$ cat config.mk
export PLATFORM = sky130hd
export DESIGN_NAME = priority_decoder_pipe
export DESIGN_NICKNAME = d
export VERILOG_FILES = /design/src/rtl/priority_decoder_pkg.sv /design/src/rtl/priority_decoder_pipe_skid.sv /design/src/rtl/priority_decoder_pipe.sv
export SDC_FILE = /design/constraint.sdc
export NUM_CORES = 1
export LEC_CHECK = 0
export CAP_MARGIN = 5
export CORE_MARGIN = 5
export CORE_UTILIZATION = 45
export DETAILED_ROUTE_END_ITERATION = 6
export HOLD_SLACK_MARGIN = 0.08
export PLACE_DENSITY = 0.68
export SKIP_CTS_REPAIR_TIMING = 1
export SYNTH_ARGS = -nofsm -noshare
export SYNTH_HDL_FRONTEND = slang
export SYNTH_SLANG_ARGS = --single-unit
$ cat constraint.sdc
create_clock -name clk -period 4.1 [get_ports clk]
set_input_delay 0.82 -clock clk [delete_from_list [all_inputs] [get_ports clk]]
set_output_delay 0.82 -clock clk [all_outputs]
set_load 0.05 [all_outputs]
$ cat src/rtl/priority_decoder_pkg.sv
// priority_decoder_pkg: shared types and decode helper for the priority decoder pipe
package priority_decoder_pkg;
  localparam int DEF_IN_W = 2;
  localparam int DEF_OUT_W = 1 << DEF_IN_W;
  typedef enum logic [1:0] {EMPTY, BUSY, FULL} state_t;
  function automatic logic [DEF_OUT_W-1:0] onehot_f(input logic [DEF_IN_W-1:0] code, input logic en);
    onehot_f = {{(DEF_OUT_W-1){1'b0}}, en} << code;
  endfunction
endpackage

$ cat src/rtl/priority_decoder_pipe_skid.sv
// dec_skid_buf: two-entry registered skid buffer carrying the decoded payload
module dec_skid_buf
  import priority_decoder_pkg::*;
#(
  parameter int W = 6
) (
  input  logic         clk,
  input  logic         rst,
  input  logic         in_valid,
  output logic         in_ready,
  input  logic [W-1:0] in_data,
  output logic         out_valid,
  input  logic         out_ready,
  output logic [W-1:0] out_data
);
  state_t state, state_n;
  logic [W-1:0] or_q, sk_q;
  logic acc, pop, ld_or, ld_sk, from_sk;
  assign in_ready = !rst && state != FULL;
  assign out_valid = !rst && state != EMPTY;
  assign out_data = or_q;
  assign acc = in_valid && in_ready;
  assign pop = out_valid && out_ready;
  always_comb begin
    state_n = state;
    ld_or = 1'b0;
    ld_sk = 1'b0;
    from_sk = 1'b0;
    case (state)
      EMPTY: if (acc) begin
        ld_or = 1'b1;
        state_n = BUSY;
      end
      BUSY: if (acc && !pop) begin
        ld_sk = 1'b1;
        state_n = FULL;
      end else if (acc) begin
        ld_or = 1'b1;
      end else if (pop) begin
        state_n = EMPTY;
      end
      FULL: if (pop) begin
        ld_or = 1'b1;
        from_sk = 1'b1;
        state_n = BUSY;
      end
      default: state_n = EMPTY;
    endcase
  end
  always_ff @(posedge clk) begin
    if (rst) begin
      state <= EMPTY;
      or_q <= '0;
      sk_q <= '0;
    end else begin
      state <= state_n;
      if (ld_or) or_q <= from_sk ? sk_q : in_data;
      if (ld_sk) sk_q <= in_data;
    end
  end
endmodule

$ cat src/rtl/priority_decoder_pipe.sv
// priority_decoder_pipe: registered 2->4 one-hot decoder with skid buffer and per-line hit counters
module priority_decoder_pipe
  import priority_decoder_pkg::*;
#(
  parameter int IN_W = DEF_IN_W,
  parameter int OUT_W = 1 << IN_W,
  parameter int CNT_W = 8
) (
  input  logic             clk,
  input  logic             rst,
  input  logic             in_valid,
  output logic             in_ready,
  input  logic [IN_W-1:0]  in_code,
  input  logic             in_en,
  output logic             out_valid,
  input  logic             out_ready,
  output logic [OUT_W-1:0] out_onehot,
  output logic [IN_W-1:0]  out_code,
  input  logic [IN_W-1:0]  cnt_sel,
  output logic [CNT_W-1:0] cnt_val,
  input  logic             cnt_clr
);
  logic [OUT_W-1:0] onehot;
  logic [CNT_W-1:0] cnt [OUT_W];
  logic acc;
  assign onehot = onehot_f(in_code, in_en);
  assign acc = in_valid && in_ready;
  assign cnt_val = cnt[cnt_sel];
  dec_skid_buf #(.W(OUT_W + IN_W)) u_skid (
    .clk      (clk),
    .rst      (rst),
    .in_valid (in_valid),
    .in_ready (in_ready),
    .in_data  ({onehot, in_code}),
    .out_valid(out_valid),
    .out_ready(out_ready),
    .out_data ({out_onehot, out_code})
  );
  always_ff @(posedge clk) begin
    if (rst || cnt_clr) begin
      for (int i = 0; i < OUT_W; i++) cnt[i] <= '0;
    end else if (acc && in_en && cnt[in_code] != {CNT_W{1'b1}}) begin
      cnt[in_code] <= cnt[in_code] + 1'b1;
    end
  end
endmodule
==> flow_summary_export.csv, run 1 <==
group,metric,value,unit
grt,grt_use_total,0.1708,
sta,fin_crit_sh,0.8709,
die,die-area,0.006767,sq mm
synth,synth_cells,189,
setup_path,path_cells,"clkdlybuf4s50_1 -> buf_4 -> mux4_2 -> clkdlybuf4s50_1",
synth,synth-main-ff-cell,"edfxtp_1",
synth,syn_area,0.002350,sq mm
synth,async_reset_ff_frac,0,
grt,grt-ovfl-total,0,
routing,drtIter0Drc,128,
pwr,leakage,1.081,nW
die,start_util,0.4630,
placed_design,post_dp_cell_area,0.002730,sq mm
sta,finClkSkew,0.01043,ns
synth,yosysMostFrequentCell,"nor2_1",
die,rows,26,
status,outcome,"finished, final reports clean",
setup_path,critPathSlowestCell,"clkdlybuf4s50_1",
pwr,power_density,364.5,mW/mm^2
routing,drc,0,
clocking,cts_htree_levels,2,
die,core-area,0.005075,sq mm
grt,grt_max_degree,19,
sta,max_freq,280.1,MHz
pwr,p_int,766.4,uW
synth,synth_warnings,0,
setup_path,slowest_delay,0.72,ns
routing,num_vias,1634,
routing,via_per_inst,5.539,
cells_and_area,syn_to_final_growth,21.03,%
grt,grt_pass1_wl,8480,microns
die,die-width,82.26,microns
synth,syn_avg_cell_area,12.43,sq um
setup_path,worstSetupEndpointType,"primary output",
clocking,clock_sinks,46,
routing,firstDrtPassIters,4,
routing,postRouteAntennaNets,0,
clocking,cts_root_buf,"clkbuf_8",
synth,synth_top_area_frac,0.4089,
placed_design,dp_cells,287,
sta,setup_viol_count_final,0,
min_path,hold_class,"flip-flop to flip-flop",
sta,worstMarginPinSlew,0.8618,ns
clocking,cts_buffers,5,
pwr,power_frac_comb,0.168,
setup_path,path_buf_inv,3,
placed_design,port_buffers,25,
routing,wl_per_cell,16.60,microns
clocking,cts_tree,"done",
placed_design,dp_slack,0.5335,ns
synth,netlist_top_cells_count,"nor2_1 (34), edfxtp_1 (32), a21oi_1 (20), mux4_2 (16), dfxtp_1 (14)",
synth,synth-edff-count,32,
cells_and_area,postLayoutCellArea,0.002844,sq mm
setup_path,worstSetupPathType,"input pin to primary output",
sta,min_period,3.571,ns
setup_path,worstPathRequired,3.28,ns
pwr,swShare,0.2607,
cells_and_area,n_antenna_cell,0,
sta,final_max_slew_viol_count,0,
synth,synth_fp_nets,200,
setup_path,cp_max_fo,8,
run,cap_violations,0,
synth,synth_largest_area_cell,"edfxtp_1",
cells_and_area,final-instance-count-excl-fill,295,
synth,synth_cell_types,32,
synth,yosys-top-cells-area,"edfxtp_1 (41%), mux4_2 (15%), dfxtp_1 (12%)",
cells_and_area,drive_gt1_frac,0.1867,
sta,slew_headroom,0.4202,
pwr,switchingPower,270.3,uW
synth,ys_seq_area_frac,0.5282,
setup_path,crit_top_cell,"clkdlybuf4s50_1",
routing,routed_wl,4898,microns
clocking,clockBufferDepth,2,
cells_and_area,n_fill_cell,451,
placed_design,dpl.hpwl,3495,microns
die,num_io_pins,26,
grt,grt_pass1_vias,1737,
pwr,ir_drop,0.1790,mV
synth,ys_seq_elements,46,
setup_path,arrival,2.75,ns
clocking,clk-insertion-delay-late,0.30,ns
setup_path,start_kind,"input pin",
sta,rsz0062_at_grt,"no",
grt,antenna_found_initial,0,
sta,tns,0,ns
setup_path,cpLargestDelayFamily,"buffers and inverters",
sta,worst_slack,0.5294,ns
pwr,sequentialPowerShare,0.508,
clocking,path_clk_slew,0.09,ns
sta,final-hold-violation-count,0,
pwr,p_clk_frac,0.324,
cells_and_area,nets,235,
placed_design,routabilityCongestion,0.7807,
die,die_height,82.26,microns
## area by class of cell
class	count	area [sq um]	area share
tap	70	87.58	0.03080
multi-input combinational	131	1046	0.3678
clock inverter	3	45.04	0.01584
clock buffer	5	68.82	0.02420
sequential	46	1241	0.4364
inverter	2	7.507	0.002640
timing repair buffer	38	347.8	0.1223
## metal layers
layer	GRT usage	wire length, microns	vias to the layer above
li1	-	-	790
met1	0.2313	2294	797
met2	0.2788	2328	41
met3	0.03254	206	6
met4	0.04983	69	0
met5	0	0	-
## worst min-delay path, stage by stage, from the launching register on
cell     delay [ns]
dfxtp_1        0.33
mux2i_1        0.07
nor2_1         0.07
## flip-flops by register name, summed over array words and instances (netlist names)
signal,cells
u_skid.sk_q,6
cnt,32
u_skid.out_data,6
u_skid.state,2
## worst paths after layout
| kind | startpoint | end | slack (ns) | cells after the start |
|---|---|---|---|---|
| worst max-delay path | cnt_sel[0] | cnt_val[7] | 0.53 | 4 |
| worst min-delay path | u_skid.sk_q[3] | u_skid.sk_q[3] | 0.50 | 2 |
| worst max register to register | cnt[2][0] | cnt[3][7] | 1.91 | 6 |
| worst min register to register | u_skid.sk_q[3] | u_skid.sk_q[3] | 0.50 | 2 |
## cell usage in the layout (no fill, tap or decap), drive strengths merged
cell type       n
inv             2
bufinv          1
nor3            1
and3            1
clkbuf          5
o2bb2ai         1
a21oi          20
and2            3
edfxtp         32
o31ai           1
clkinvlp        2
buf            13
or4             1
nor2b           4
nor3b           1
o211ai          3
nor4            1
o22a            1
a211oi          6
nor2           34
ha              1
clkdlybuf4s50  25
nand4           1
mux2i          13
mux4           16
xnor2           1
o21ai           4
dfxtp          14
nand3           6
xor2            2
or3             2
nand2           7
## through the flow
stage               hold WS (ns)  utilization  power (mW)
floorplan                 0.4633            -      0.6552
global placement          0.4759       0.5380      0.7101
detailed placement        0.4898       0.5380      0.7120
CTS                       0.5106       0.5604       1.046
global route              0.5547       0.5604       1.086
finish                    0.5041       0.5604       1.037
## kinds of logic (layout without fill, tap and decap cells)
group,after synthesis,count (layout),share of synthesized area
and+or+nand+nor,62,62,0.1230
DFF,46,46,0.5282
AOI/OAI and AO/OA,36,36,0.09691
muxes,29,29,0.2087
buffers and inverters,12,48,0.02662
xor gates and xnor gates,3,3,0.01118
adders and majority gates,1,1,0.005324
## power groups by stage
stage / registers, mW / logic, mW / clock network, mW
finish: 0.527 / 0.175 / 0.336
global route: 0.530 / 0.187 / 0.369
CTS: 0.527 / 0.175 / 0.344
detailed placement: 0.537 / 0.175 / 0
global placement: 0.536 / 0.174 / 0
floorplan: 0.547 / 0.108 / 0
Power figures use the tool's default switching activity.
==> run 2: changes to the inputs <==
Settings changed: CELL_PAD_IN_SITES_DETAIL_PLACEMENT set to 0, CELL_PAD_IN_SITES_GLOBAL_PLACEMENT set to 1, CTS_CLUSTER_DIAMETER set to 80, CTS_CLUSTER_SIZE set to 14, PLACE_DENSITY 0.68 to 0.81.
==> run 2 against run 1 <==
Combinational power about the same. Fmax increased by 0.24%. Total power shrank 1.0%. Sequential share of layout area is 0.54 points higher. Critical path depth unchanged. Critical path type unchanged. Clock skew fell by 0.0045 ns. Critical endpoint is now cnt_val[3].
==> flow_summary_export.csv, run 2 (synthesis gave the netlist of run 1 again) <==
group,metric,value,unit
cells_and_area,postLayoutCellArea,0.002809,sq mm
sta,final-hold-violation-count,0,
sta,max_freq,280.7,MHz
sta,rsz0062_at_grt,"no",
clocking,cts_root_buf,"clkbuf_8",
cells_and_area,final-instance-count-excl-fill,291,
sta,worstMarginPinSlew,0.9363,ns
cells_and_area,final_common_cell,"nor2_1",
grt,grt_pass1_wl,8411,microns
die,start_util,0.4630,
clocking,cts_buffers,5,
setup_path,critPathSlowestCell,"clkdlybuf4s50_1",
setup_path,worstSetupEndpointType,"primary output",
sta,min_period,3.562,ns
setup_path,slowest_delay,0.72,ns
placed_design,routabilityCongestion,0.8043,
sta,finClkSkew,0.005943,ns
routing,drtIter0Drc,80,
grt,grt_pass1_vias,1818,
cells_and_area,drive_gt1_frac,0.1719,
cells_and_area,regMostFlops,"cnt",
run,cap_violations,0,
die,num_io_pins,26,
routing,via_per_inst,5.643,
setup_path,arrival,2.74,ns
die,die_height,82.26,microns
routing,wl_per_cell,17.38,microns
sta,tns,0,ns
clocking,cts_tree,"done",
grt,grt_use_total,0.1701,
clocking,clock_sinks,46,
pwr,ir_drop,0.1877,mV
clocking,cts_htree_levels,2,
setup_path,worstPathRequired,3.28,ns
clocking,path_clk_slew,0.08,ns
sta,fin_crit_sh,0.8688,
routing,firstDrtPassIters,4,
setup_path,path_cells,"clkdlybuf4s50_1 -> buf_4 -> mux4_2 -> clkdlybuf4s50_1",
grt,antenna_found_initial,0,
setup_path,cp_max_fo,8,
die,core-area,0.005075,sq mm
die,die-area,0.006767,sq mm
routing,num_vias,1642,
routing,drc,0,
pwr,power_density,365.3,mW/mm^2
sta,slew_headroom,0.3758,
status,outcome,"finished, final reports clean",
grt,grt_max_degree,18,
setup_path,worstSetupPathType,"input pin to primary output",
die,die-width,82.26,microns
cells_and_area,nets,231,
cells_and_area,n_fill_cell,450,
setup_path,crit_top_cell,"clkdlybuf4s50_1",
cells_and_area,syn_to_final_growth,19.54,%
die,rows,26,
clocking,clockBufferDepth,2,
placed_design,post_dp_cell_area,0.002700,sq mm
min_path,hold_class,"flip-flop to flip-flop",
placed_design,dp_cells,283,
placed_design,port_buffers,25,
sta,setup_viol_count_final,0,
routing,postRouteAntennaNets,0,
cells_and_area,layout_common_cells,"nor2_1 (34), edfxtp_1 (32), clkdlybuf4s50_1 (25), a21oi_1 (20), mux4_2 (16)",
routing,routed_wl,5057,microns
cells_and_area,n_antenna_cell,0,
clocking,clk-insertion-delay-late,0.30,ns
placed_design,dpl.hpwl,3752,microns
sta,final_max_slew_viol_count,0,
pwr,leakage,1.071,nW
cells_and_area,largest_reg_flops,32,
setup_path,start_kind,"input pin",
grt,grt-ovfl-total,0,
==> run 2: cell type report <==
type | instances | area, sq um | area share
multi-input cells | 131 | 1046 | 0.3724
clock inverters | 3 | 40.04 | 0.01425
flip-flops and latches | 46 | 1241 | 0.4419
repair buffers | 34 | 317.8 | 0.1131
clock buffers | 5 | 68.82 | 0.02450
inverters | 2 | 7.507 | 0.002673
well taps | 70 | 87.58 | 0.03118
==> run 2: stage by stage <==
step | total power, mW | hold slack [ns] | utilization | setup slack, ns
6_report | 1.026 | 0.5180 | 0.5535 | 0.5379
5_1_grt | 1.070 | 0.5587 | 0.5535 | 0.5044
4_1_cts | 1.033 | 0.5233 | 0.5535 | 0.5281
3_5_place_dp | 0.7106 | 0.4983 | 0.5321 | 0.5320
3_3_place_gp | 0.7050 | 0.4763 | 0.5321 | 0.5710
2_1_floorplan | 0.6552 | 0.4633 | - | 1.041
==> run 2: report_power, final <==
group | internal (mW) | switching, mW | total [mW]
combinational | 0.0667 | 0.106 | 0.173
sequential | 0.516 | 0.0111 | 0.527
clock | 0.179 | 0.147 | 0.326
==> run 2: routing by layer <==
metal | part of all wire | track usage
met5 | 0 | 0
met4 | 0.021 | 0.06977
met3 | 0.051 | 0.04338
met1 | 0.38 | 0.1771
met2 | 0.54 | 0.3205
==> run 2: worst max-delay path: cells and delay by family <==
kind | cells | cell delay [ns]
buffers and inverters | 3 | 1.39
muxes | 1 | 0.53
==> run 2: worst paths after layout <==
check,endpoint,startpoint,cells after the start,slack (ns)
max reg2reg,cnt[3][2],cnt[3][0],6,1.79
min,u_skid.out_data[1],u_skid.out_data[1],2,0.52
min reg2reg,u_skid.out_data[1],u_skid.out_data[1],2,0.52
max,cnt_val[3],cnt_sel[0],4,0.54
